## src/rtl/mux4_rr_arbiter_pkg.sv

```systemverilog
// rtl/mux4_rr_arbiter_pkg.sv - shared constants for the 4-way round-robin arbiter
// Optional feature macro: ARB_TIMEOUT_EN (hold-time limit, used by the top).
// Contents: arbiter state encoding, requester count, default hold limit.
package mux4_rr_arbiter_pkg;

    typedef enum logic {
        ST_IDLE = 1'b0,
        ST_BUSY = 1'b1
    } state_e;

    localparam int NUM_REQ      = 4;
    localparam int DEF_MAX_HOLD = 8;

endpackage

```

## src/rtl/mux4_rr_arbiter_rr_pick4.sv

```systemverilog
// rtl/mux4_rr_arbiter_rr_pick4.sv - combinational round-robin search over 4 requesters
// Ports:
//   req_mask_i  4-bit candidate mask
//   start_i     index where the search begins (wraps modulo 4)
//   found_o     high when any mask bit is set
//   idx_o       first set index at or after start_i
module rr_pick4
    import mux4_rr_arbiter_pkg::*;
(
    input  logic [NUM_REQ-1:0] req_mask_i,
    input  logic [1:0]         start_i,
    output logic               found_o,
    output logic [1:0]         idx_o
);

    logic [1:0] cand;

    // Walk offsets from farthest to nearest so the nearest hit wins.
    always_comb begin
        found_o = 1'b0;
        idx_o   = start_i;
        cand    = start_i;
        for (int j = NUM_REQ - 1; j >= 0; j--) begin
            cand = start_i + 2'(j);
            if (req_mask_i[cand]) begin
                found_o = 1'b1;
                idx_o   = cand;
            end
        end
    end

endmodule

```

## src/rtl/mux4_rr_arbiter.sv

```systemverilog
// rtl/mux4_rr_arbiter.sv - 4-way round-robin arbiter driving a shared 4:1 data path
// Optional feature macro: ARB_TIMEOUT_EN (owner loses the grant after MAX_HOLD
// cycles when another requester waits).
// Ports:
//   clk, rst        clock, synchronous active-high reset
//   req             request vector, one bit per requester
//   I0..I3          requester data
//   gnt             registered one-hot grant (zero when idle)
//   s               registered owner index
//   valid           registered, high while a grant is held
//   o               I[s] while valid, zero otherwise
module mux4_rr_arbiter
    import mux4_rr_arbiter_pkg::*;
#(
    parameter int W        = 5,
    parameter int MAX_HOLD = DEF_MAX_HOLD
) (
    input  logic               clk,
    input  logic               rst,
    input  logic [NUM_REQ-1:0] req,
    input  logic [W-1:0]       I0,
    input  logic [W-1:0]       I1,
    input  logic [W-1:0]       I2,
    input  logic [W-1:0]       I3,
    output logic [NUM_REQ-1:0] gnt,
    output logic [1:0]         s,
    output logic               valid,
    output logic [W-1:0]       o
);

    if (MAX_HOLD < 1 || MAX_HOLD > 15) begin : g_bad_max_hold
        $error("MAX_HOLD must be in 1..15");
    end

    state_e             state_q, state_d;
    logic [1:0]         s_q, s_d;
    logic [1:0]         ptr_q, ptr_d;
    logic [NUM_REQ-1:0] gnt_q, gnt_d;
    logic               valid_q, valid_d;

    logic [NUM_REQ-1:0] pick_mask;
    logic [1:0]         pick_start;
    logic               pick_found;
    logic [1:0]         pick_idx;
    logic               new_grant;
    logic               release_busy;
    logic               timeout_rot;

    // One search serves both cases: from ptr when idle, from s+1 with the
    // current owner masked out when busy.
    always_comb begin
        pick_mask  = req;
        pick_start = ptr_q;
        if (state_q == ST_BUSY) begin
            pick_mask  = req & ~gnt_q;
            pick_start = s_q + 2'd1;
        end
    end

    rr_pick4 u_pick (
        .req_mask_i (pick_mask),
        .start_i    (pick_start),
        .found_o    (pick_found),
        .idx_o      (pick_idx)
    );

`ifdef ARB_TIMEOUT_EN
    logic [3:0] cnt_q, cnt_d;
    logic [3:0] cnt_inc;

    // Saturates at MAX_HOLD so a late-arriving waiter still forces rotation.
    assign cnt_inc     = (cnt_q == 4'(MAX_HOLD)) ? cnt_q : cnt_q + 4'd1;
    assign timeout_rot = (state_q == ST_BUSY) && (cnt_inc == 4'(MAX_HOLD)) && pick_found;

    always_comb begin
        cnt_d = cnt_q;
        if (new_grant || state_q == ST_IDLE) begin
            cnt_d = '0;
        end else begin
            cnt_d = cnt_inc;
        end
    end

    always_ff @(posedge clk) begin
        if (rst) begin
            cnt_q <= '0;
        end else begin
            cnt_q <= cnt_d;
        end
    end
`else
    assign timeout_rot = 1'b0;
`endif

    always_comb begin
        state_d      = state_q;
        s_d          = s_q;
        ptr_d        = ptr_q;
        gnt_d        = gnt_q;
        valid_d      = valid_q;
        new_grant    = 1'b0;
        release_busy = 1'b0;
        case (state_q)
            ST_IDLE: begin
                new_grant = pick_found;
            end
            ST_BUSY: begin
                if (!req[s_q] || timeout_rot) begin
                    new_grant    = pick_found;
                    release_busy = !pick_found;
                end
            end
            default: release_busy = 1'b1;
        endcase
        if (new_grant) begin
            state_d = ST_BUSY;
            s_d     = pick_idx;
            gnt_d   = 4'b0001 << pick_idx;
            valid_d = 1'b1;
            ptr_d   = pick_idx + 2'd1;
        end else if (release_busy) begin
            state_d = ST_IDLE;
            gnt_d   = '0;
            valid_d = 1'b0;
        end
    end

    always_ff @(posedge clk) begin
        if (rst) begin
            state_q <= ST_IDLE;
            s_q     <= '0;
            ptr_q   <= '0;
            gnt_q   <= '0;
            valid_q <= 1'b0;
        end else begin
            state_q <= state_d;
            s_q     <= s_d;
            ptr_q   <= ptr_d;
            gnt_q   <= gnt_d;
            valid_q <= valid_d;
        end
    end

    always_comb begin
        o = '0;
        if (valid_q) begin
            case (s_q)
                2'd0:    o = I0;
                2'd1:    o = I1;
                2'd2:    o = I2;
                default: o = I3;
            endcase
        end
    end

    assign gnt   = gnt_q;
    assign s     = s_q;
    assign valid = valid_q;

endmodule

```

## config.mk

```make
export PLATFORM = sky130hd
export DESIGN_NAME = mux4_rr_arbiter
export DESIGN_NICKNAME = d
export VERILOG_FILES = /design/src/rtl/mux4_rr_arbiter_pkg.sv /design/src/rtl/mux4_rr_arbiter_rr_pick4.sv /design/src/rtl/mux4_rr_arbiter.sv
export SDC_FILE = /design/constraint.sdc
export NUM_CORES = 1
export LEC_CHECK = 0
export BUFFER_PORTS_ARGS = -buffer_cell sky130_fd_sc_hd__buf_2
export CAP_MARGIN = 30
export CELL_PAD_IN_SITES_DETAIL_PLACEMENT = 0
export CELL_PAD_IN_SITES_GLOBAL_PLACEMENT = 1
export CORE_MARGIN = 2
export CORE_UTILIZATION = 32
export CTS_BUF_LIST = sky130_fd_sc_hd__clkbuf_2 sky130_fd_sc_hd__clkbuf_4 sky130_fd_sc_hd__clkbuf_8
export DETAILED_ROUTE_END_ITERATION = 10
export PLACE_DENSITY = 0.82
export SLEW_MARGIN = 20
export SYNTH_ARGS = -nofsm -noshare
export SYNTH_HDL_FRONTEND = slang
export SYNTH_SLANG_ARGS = --single-unit
```

## constraint.sdc

```tcl
create_clock -name clk -period 2.7 [get_ports clk]
set_clock_uncertainty 0.05 [all_clocks]
set_input_delay 0.27 -clock clk [delete_from_list [all_inputs] [get_ports clk]]
set_output_delay 0.27 -clock clk [all_outputs]
set_load 0.01 [all_outputs]
```

==> run summary, run 1 <==
The signed area change from the synthesized netlist to the final layout works out to 31.0%. The tools report the element type at the critical path end as a flop. The final route contains 875 vias. Hold timing on the final database bottoms out at a slack of 0.251 ns. Share of final-layout standard cells stronger than drive strength 1: 35.3%. The final critical-path share of the clock period came out at 82.3%. The root buffer cell chosen for the clock tree is sky130_fd_sc_hd__clkbuf_4. The number of antenna diodes was 0. In the routed layout, each cell is associated on average with a via count of 5.43. Counting every net in the synthesized netlist gives 125. The slew of the pin with the lowest slew margin is 0.526 ns. After synthesis the netlist holds a flip-flop and latch count of 9. Overall routed net length: 2.07 mm. The delay contributed by the slowest stage of the critical path came out at 0.44 ns. After detailed routing, the average wire length per cell comes to 12.8 um.

The tools report the number of instances resized during post-cts repair as 0. Counting along the longest clock path gives a buffer depth of 2. The final count of pins violating max slew is 0, and the minimum clock period is 2.22 ns.

Fill cells in the final layout number 230. Total standard cell area after synthesis: 758 sq um. Max-cap violations in this run came to 0.

For this run, the top clock speed supported by timing is 0.450 GHz. At the worst endpoint, the arrival time is 2.34 ns. Nature of the critical path startpoint: a flop. After floorplanning, the core was divided into 17 placement rows. The standard cell with the maximum stage delay on the critical path is sky130_fd_sc_hd__dfxtp_1. Y dimension of the die: 52.7 um. Prevailing post-synth register cell: sky130_fd_sc_hd__dfxtp_1. Clock-pin slew was measured on the worst setup and hold paths at 0.06 ns. The run gives 0 as the count of synthesis-stage warnings from yosys. The starting DRC count in detailed routing was 29.

The tools report the clock sink count as 9. The flow ran to the end, and the final reports show no timing, DRC or antenna violations. The total overflow left after global routing is 0. The die covers 2770 sq um. The synthesized design contains 0 enable-type register cells. The logs give 0 for the DRC violation count after routing and 164 for the net total in the final layout. The sum of buffers and inverters on the critical path is 1, and the peak fanout along the critical path is 7.

For the number of hold violations in the final report, the log shows 0. Adding up every negative setup slack in the final design gives 0 ns. The logs give 180 sq um for the area used by sequential logic in the layout and 38 for the boundary pin count. The worst max-slew margin expressed relative to the limit was 64.9%. The horizontal die dimension works out to 52.7 um.

The post-synthesis area per instance is 7.98 sq um. Final RePlAce weighted congestion: 0.764. The pre-antenna-repair detailed-routing pass consisted of 4 iterations.

After technology mapping, the gate count stands at 95. For the worst-skew pair, the clock arrives at the later sink with an insertion delay of 0.26 ns. Power spread over the standard cell area amounts to 727 nW/um^2. The number of global-route vias before repair is 783, and the number of library cell types mapped by synthesis is 35. The total routing resource utilization after global routing is 15.7%, and the wire length of the first global-routing pass is 3.28 mm.

The half-perimeter wire length after placement came out at 1.60 mm. The remaining antenna violation count is 0. The number of H-tree levels is 1, and the area taken by multi-input logic gates is 537 sq um. The number of buffers created by CTS is 3.

Traced cell by cell, the critical path runs through inv_1 -> ha_1 -> mux2_2 -> nand2_1 -> o21ai_0 -> a211oi_4 -> xnor2_1 -> a211oi_1. The peak ir drop on the vdd network is 0.401 mV. TritonCTS built the clock tree. The run gives 0 as the post-CTS setup buffer count. Setup repair after global routing left no endpoint under its margin. The kind of critical path was reg2reg. The logs give 0 for the final number of setup-violating endpoints and 33.9% for the initial standard-cell utilization of the core. For the worst setup path, the data required time is 2.82 ns. The initial antenna violation count was 0; the share of synthesized registers carrying an async set or reset was 0%.

Among cell families on the critical path, the largest total delay comes from compound AO/OA/AOI/OAI gates. The pin count of the biggest net entering global routing came out at 19. Sequential elements use 23.8% of the synthesized area. The number of hold-repair buffers added at the cts stage is 0, and the standard cell core area is 2230 sq um. Worst hold-check path type: in2reg. The standby leakage power was 0.000455 uW; the number of port buffers was 37.
## kinds of logic (layout without fill, tap and decap cells)
family | Yosys count | in the layout | synth area share [%]
DFF | 9 | 9 | 23.8
muxes | 5 | 5 | 8.42
AOI/OAI and AO/OA | 34 | 34 | 33.3
adders and majority gates | 4 | 4 | 6.60
and+or+nand+nor | 32 | 32 | 21.3
buffers and inverters | 10 | 48 | 5.45
xor gates and xnor gates | 1 | 1 | 1.16
## routing by layer
metal | global-route usage [%] | wire, um | vias up
li1 | - | - | 433
met4 | 6.41 | 6 | 0
met3 | 2.57 | 206 | 2
met2 | 28.1 | 943 | 43
met5 | 0 | 0 | -
met1 | 18.2 | 911 | 397
## report_power, final
part,total (uW),internal (uW),leakage (uW),switching (uW)
Clock,112,66.9,0.0000184,45.4
Sequential,211,168,0.0000744,43.0
Combinational,399,189,0.000362,210
## worst paths after layout
check / endpoint / cells past startpoint / start / slack, ns
setup / recovery: ptr_q[1] / 8 / s[0] / 0.48
hold / removal: gnt[0] / 2 / rst / 0.25
setup reg to reg: ptr_q[1] / 8 / s[0] / 0.48
hold reg to reg: gnt[0] / 2 / gnt[0] / 0.44
## final cells by class
cell class | count | area share [%]
Multi-Input combinational cell | 76 | 54.0
Tap cell | 28 | 3.53
Sequential cell | 9 | 18.1
Timing Repair Buffer | 37 | 18.6
Inverter | 7 | 2.64
Clock buffer | 4 | 3.02
## sequential cells by signal, indices dropped and copies added, names as in the netlist
| name | count |
|---|---|
| ptr_q | 2 |
| s | 2 |
| gnt | 4 |
| valid | 1 |
## stage by stage
stage	total power [uW]	cell area, sq um	std cells	util, %	worst slack (ns)
after global placement	604	963	157	43.1	0.579
after floorplan	497	758	95	-	0.626
after detailed placement	615	963	157	43.1	0.462
after CTS	730	993	161	44.5	0.457
final	723	993	161	44.5	0.479
after global routing	790	993	161	44.5	0.211
## Yosys cell counts (2+ instances only)
master                     count  area, sq um
sky130_fd_sc_hd__nor2_1        6         22.5
sky130_fd_sc_hd__a222oi_1      5         50.1
sky130_fd_sc_hd__nand3b_1      2         15.0
sky130_fd_sc_hd__o21ai_0       8         40.0
sky130_fd_sc_hd__ha_1          4         50.1
sky130_fd_sc_hd__dfxtp_1       9          180
sky130_fd_sc_hd__and2_1        6         37.5
sky130_fd_sc_hd__nand3_1       2         10.0
sky130_fd_sc_hd__a211oi_1      2         15.0
sky130_fd_sc_hd__mux2i_1       3         30.0
sky130_fd_sc_hd__a21oi_1       6         30.0
sky130_fd_sc_hd__inv_1         7         26.3
sky130_fd_sc_hd__nand2_1      11         41.3
sky130_fd_sc_hd__a32oi_1       2         17.5
sky130_fd_sc_hd__a21boi_0      2         15.0
## cells in the final DEF (no fill, tap or decap), drive strengths merged, types with 2 or more instances in the layout
cell	n
nor2	6
mux2i	3
a222oi	5
nand3	2
inv	7
a21oi	6
nand3b	2
dfxtp	9
a32oi	2
o21ai	9
ha	4
and2	6
clkbuf	4
a211oi	3
a21boi	3
buf	37
nand2	11
(Power assumes the default switching activity.)
==> inputs of run 2 (changes only) <==
==> constraint.sdc (replaced) <==
create_clock -name clk -period 2.15 [get_ports clk]
set_clock_uncertainty 0.05 [all_clocks]
set_input_delay 0.215 -clock clk [delete_from_list [all_inputs] [get_ports clk]]
set_output_delay 0.215 -clock clk [all_outputs]
set_load 0.01 [all_outputs]
==> run 2 against run 1 <==
Net effect:
- wire length fell by 0.97%
- critical path depth fell by 1
- cell count rose by 3.7%
- fmax rose by 14%
- register-to-register slack got worse by 0.27 ns
- setup slack got worse by 0.27 ns
- critical endpoint is now gnt[0]
- highest routed layer unchanged
- largest power group unchanged
==> run summary, run 2 (synthesis gave the netlist of run 1 again) <==
The flip-flop count of the largest register after layout was 4 (unchanged). The run gives 0 (unchanged) as the number of antenna diodes. The tools report the pre-CTS setup slack as 0.167 ns (-0.295 ns). The worst-case hold slack is 0.195 ns (-0.0559 ns), and the via count is 856 (-2.2%). The wire length of the first global-routing pass is 3.37 mm (+2.5%), and the y dimension of the die is 52.7 um (unchanged). The worst max-slew margin expressed relative to the limit was 66.6% (+1.8 points); the final design instance area without fill was 1040 sq um (+4.8%). The leading cell type in the layout, fill and taps excluded is sky130_fd_sc_hd__buf_2. The max-cap check violation count came out at 0 (unchanged).

The tools report the initial standard-cell utilization of the core as 33.9% (unchanged). The logs give 1.65 mm (+2.9%) for the half-perimeter wire length after placement and 3 (unchanged) for the number of buffers created by CTS. Kind of critical path: reg2reg. Walking the worst path, the cells encountered are inv_1 -> ha_1 -> mux2i_1 -> o311ai_1 -> o22a_1 -> or3b_1 -> a21oi_1.

Nature of the critical path startpoint: a flop. The startpoint identified for the worst hold timing path is rst. The top cell types in the final layout, fill and taps aside, are sky130_fd_sc_hd__buf_2, sky130_fd_sc_hd__nand2_1, sky130_fd_sc_hd__dfxtp_1. The depth of the most critical reg-to-reg path came out at 7 (-1). The average wire per cell in the routed design is 12.3 um (-4.5%).

The worst hold-check path type is in2reg. The run gives 1000 sq um (+3.9%) as the post-place instance area. The number of port buffers works out to 37 (unchanged). The slowest stage of the critical path is the sky130_fd_sc_hd__or3b_1 cell. The run gives 4 (unchanged) as the number of detailed-route iterations in the first pass. The peak ir drop on the vdd network was 0.529 mV (+32%). The element type at the critical path end is a flop. The slew of the pin with the lowest slew margin was 0.495 ns (-0.0310 ns).

The run gives 0 (unchanged) as the DRC violation count after routing. Kind of cell adding the most delay to the critical path: compound AO/OA/AOI/OAI gates. The clock insertion delay at the later pin of the skew report is 0.26 ns (about the same), and the overall routed net length is 2.05 mm (-0.97%). For the remaining antenna violation count, the log shows 0 (unchanged). For the clock sink count, the log shows 9 (unchanged). Worst-case register-to-register setup slack: 0.21 ns (-0.27 ns).

The tools report the launch point of the critical path as s[0]. The peak fanout along the critical path was 6 (-1). The data required time of the critical path is 2.30 ns (-0.52 ns).

Number of rows created at floorplan: 17 (unchanged). The final critical-path share of the clock period is 90.3% (+8.0 points). The minimum clock period was 1.94 ns (-0.280 ns); the share of final-layout standard cells stronger than drive strength 1 was 38.8% (+3.5 points). The net total in the final layout is 170 (+3.7%), and the standard cell core area is 2230 sq um (unchanged). The sum of buffers and inverters on the critical path is 1 (unchanged).

The final number of setup-violating endpoints is 0 (unchanged). The per-cell via count in the routed design is 5.13 (-5.7%). TritonCTS built the clock tree.

Total negative slack: 0 ns (unchanged). Setup repair after global routing left no endpoint under its margin. The pin count of the biggest net entering global routing was 11 (-8); the cell area power density was 915 nW/um^2 (+26%). The tools report the starting DRC count in detailed routing as 30 (+3.4%). The number of global-route vias before repair is 804 (+2.7%). The run finished with clean final reports. The run gives 0 (unchanged) as the final count of pins violating max slew. The clock edge transition at the registers on the reported setup and hold paths works out to 0.06 ns (about the same).

Number of logic stages on the critical path including buffering: 7 (-1). The run gives 0.000483 uW (+6.2%) as the standby leakage power. The post-layout worst setup margin was 0.209 ns (-0.270 ns).

The delay contributed by the slowest stage of the critical path is 0.39 ns (-0.05 ns). For the die outline area, the log shows 2770 sq um (unchanged). Clock tree synthesis selected as its root buffer the cell sky130_fd_sc_hd__clkbuf_4.

The initial antenna violation count is 0 (unchanged). The logs give 1 (unchanged) for the number of H-tree levels and 2 (unchanged) for the buffer levels on the longest clock path. The tools report the number of hold violations in the final report as 0 (unchanged). The final RePlAce weighted congestion is 0.807 (+5.6%), and the horizontal die dimension is 52.7 um (unchanged). For the arrival time at the worst endpoint, the log shows 2.09 ns (-0.25 ns).

In this run the critical register-to-register path is launched from s[0]. The tools report the maximum operating frequency as 0.515 GHz (+14%). The number of instances on the worst hold path was 2 (unchanged). Compared with the post-synthesis result, the final layout area differs by 37.3%.

The number of hold-repair buffers added at the cts stage is 0 (unchanged). The logs give 38 (unchanged) for the boundary pin count and 16.0% (+0.31 points) for the total routing resource utilization after global routing. The logs give 0 (unchanged) for the global-route congestion overflow total and 226 (-1.7%) for the fill cell instance count of the final layout.
-- run 2: changes by cell type in the layout (fill, tap and decap cells not counted) --
cell                      delta
sky130_fd_sc_hd__ha_2        +1
sky130_fd_sc_hd__o21ai_0     -1
sky130_fd_sc_hd__ha_1        -1
sky130_fd_sc_hd__o21ai_1     +1
sky130_fd_sc_hd__buf_4       +6
-- run 2: path summary, 6_finish.rpt --
path | end
max | gnt[0]
min | gnt[2]
max reg2reg | gnt[0]
min reg2reg | gnt[0]
-- run 2: power breakdown --
| part | leakage (uW) | internal (uW) | switching [uW] | total [uW] |
|---|---|---|---|---|
| combinational | 0.000391 | 271 | 286 | 557 |
| sequential | 0.0000744 | 211 | 37.9 | 249 |
| clock | 0.0000184 | 84.3 | 62.6 | 147 |
-- run 2: per-stage QoR --
step	total power, uW	util [%]	instances
detailed placement	795	44.8	162
CTS	945	46.2	166
finish	953	46.6	167
global placement	787	44.8	162
global route	1050	46.6	167
floorplan	624	-	95
-- run 2: cell type report --
class	count	area, sq um	share of cell area [%]
flip-flops and latches	9	180	17.3
repair buffers	43	230	22.1
inverters	7	26.3	2.52
well taps	28	35.0	3.37
multi-input cells	76	539	51.8
clock buffers	4	30.0	2.88
-- run 2: layer usage --
layer | GRT usage (%) | part of all wire, %
met4 | 5.13 | 0.83
met1 | 18.9 | 45
met3 | 2.29 | 8.3
met5 | 0 | 0
met2 | 29.2 | 46
-- run 2: repair_timing --
action	in CTS	in global routing
endpoints found under the setup margin	0	6
endpoints found under the hold margin	0	0
setup buffers	0	1
gates resized for setup	0	2
-- run 2: worst reg2reg max path: stages (launching register included) --
cell and delay [ns]:
sky130_fd_sc_hd__dfxtp_1 0.32, sky130_fd_sc_hd__inv_1 0.06, sky130_fd_sc_hd__ha_1 0.30, sky130_fd_sc_hd__mux2i_1 0.19, sky130_fd_sc_hd__o311ai_1 0.13, sky130_fd_sc_hd__o22a_1 0.29
sky130_fd_sc_hd__or3b_1 0.39, sky130_fd_sc_hd__a21oi_1 0.14
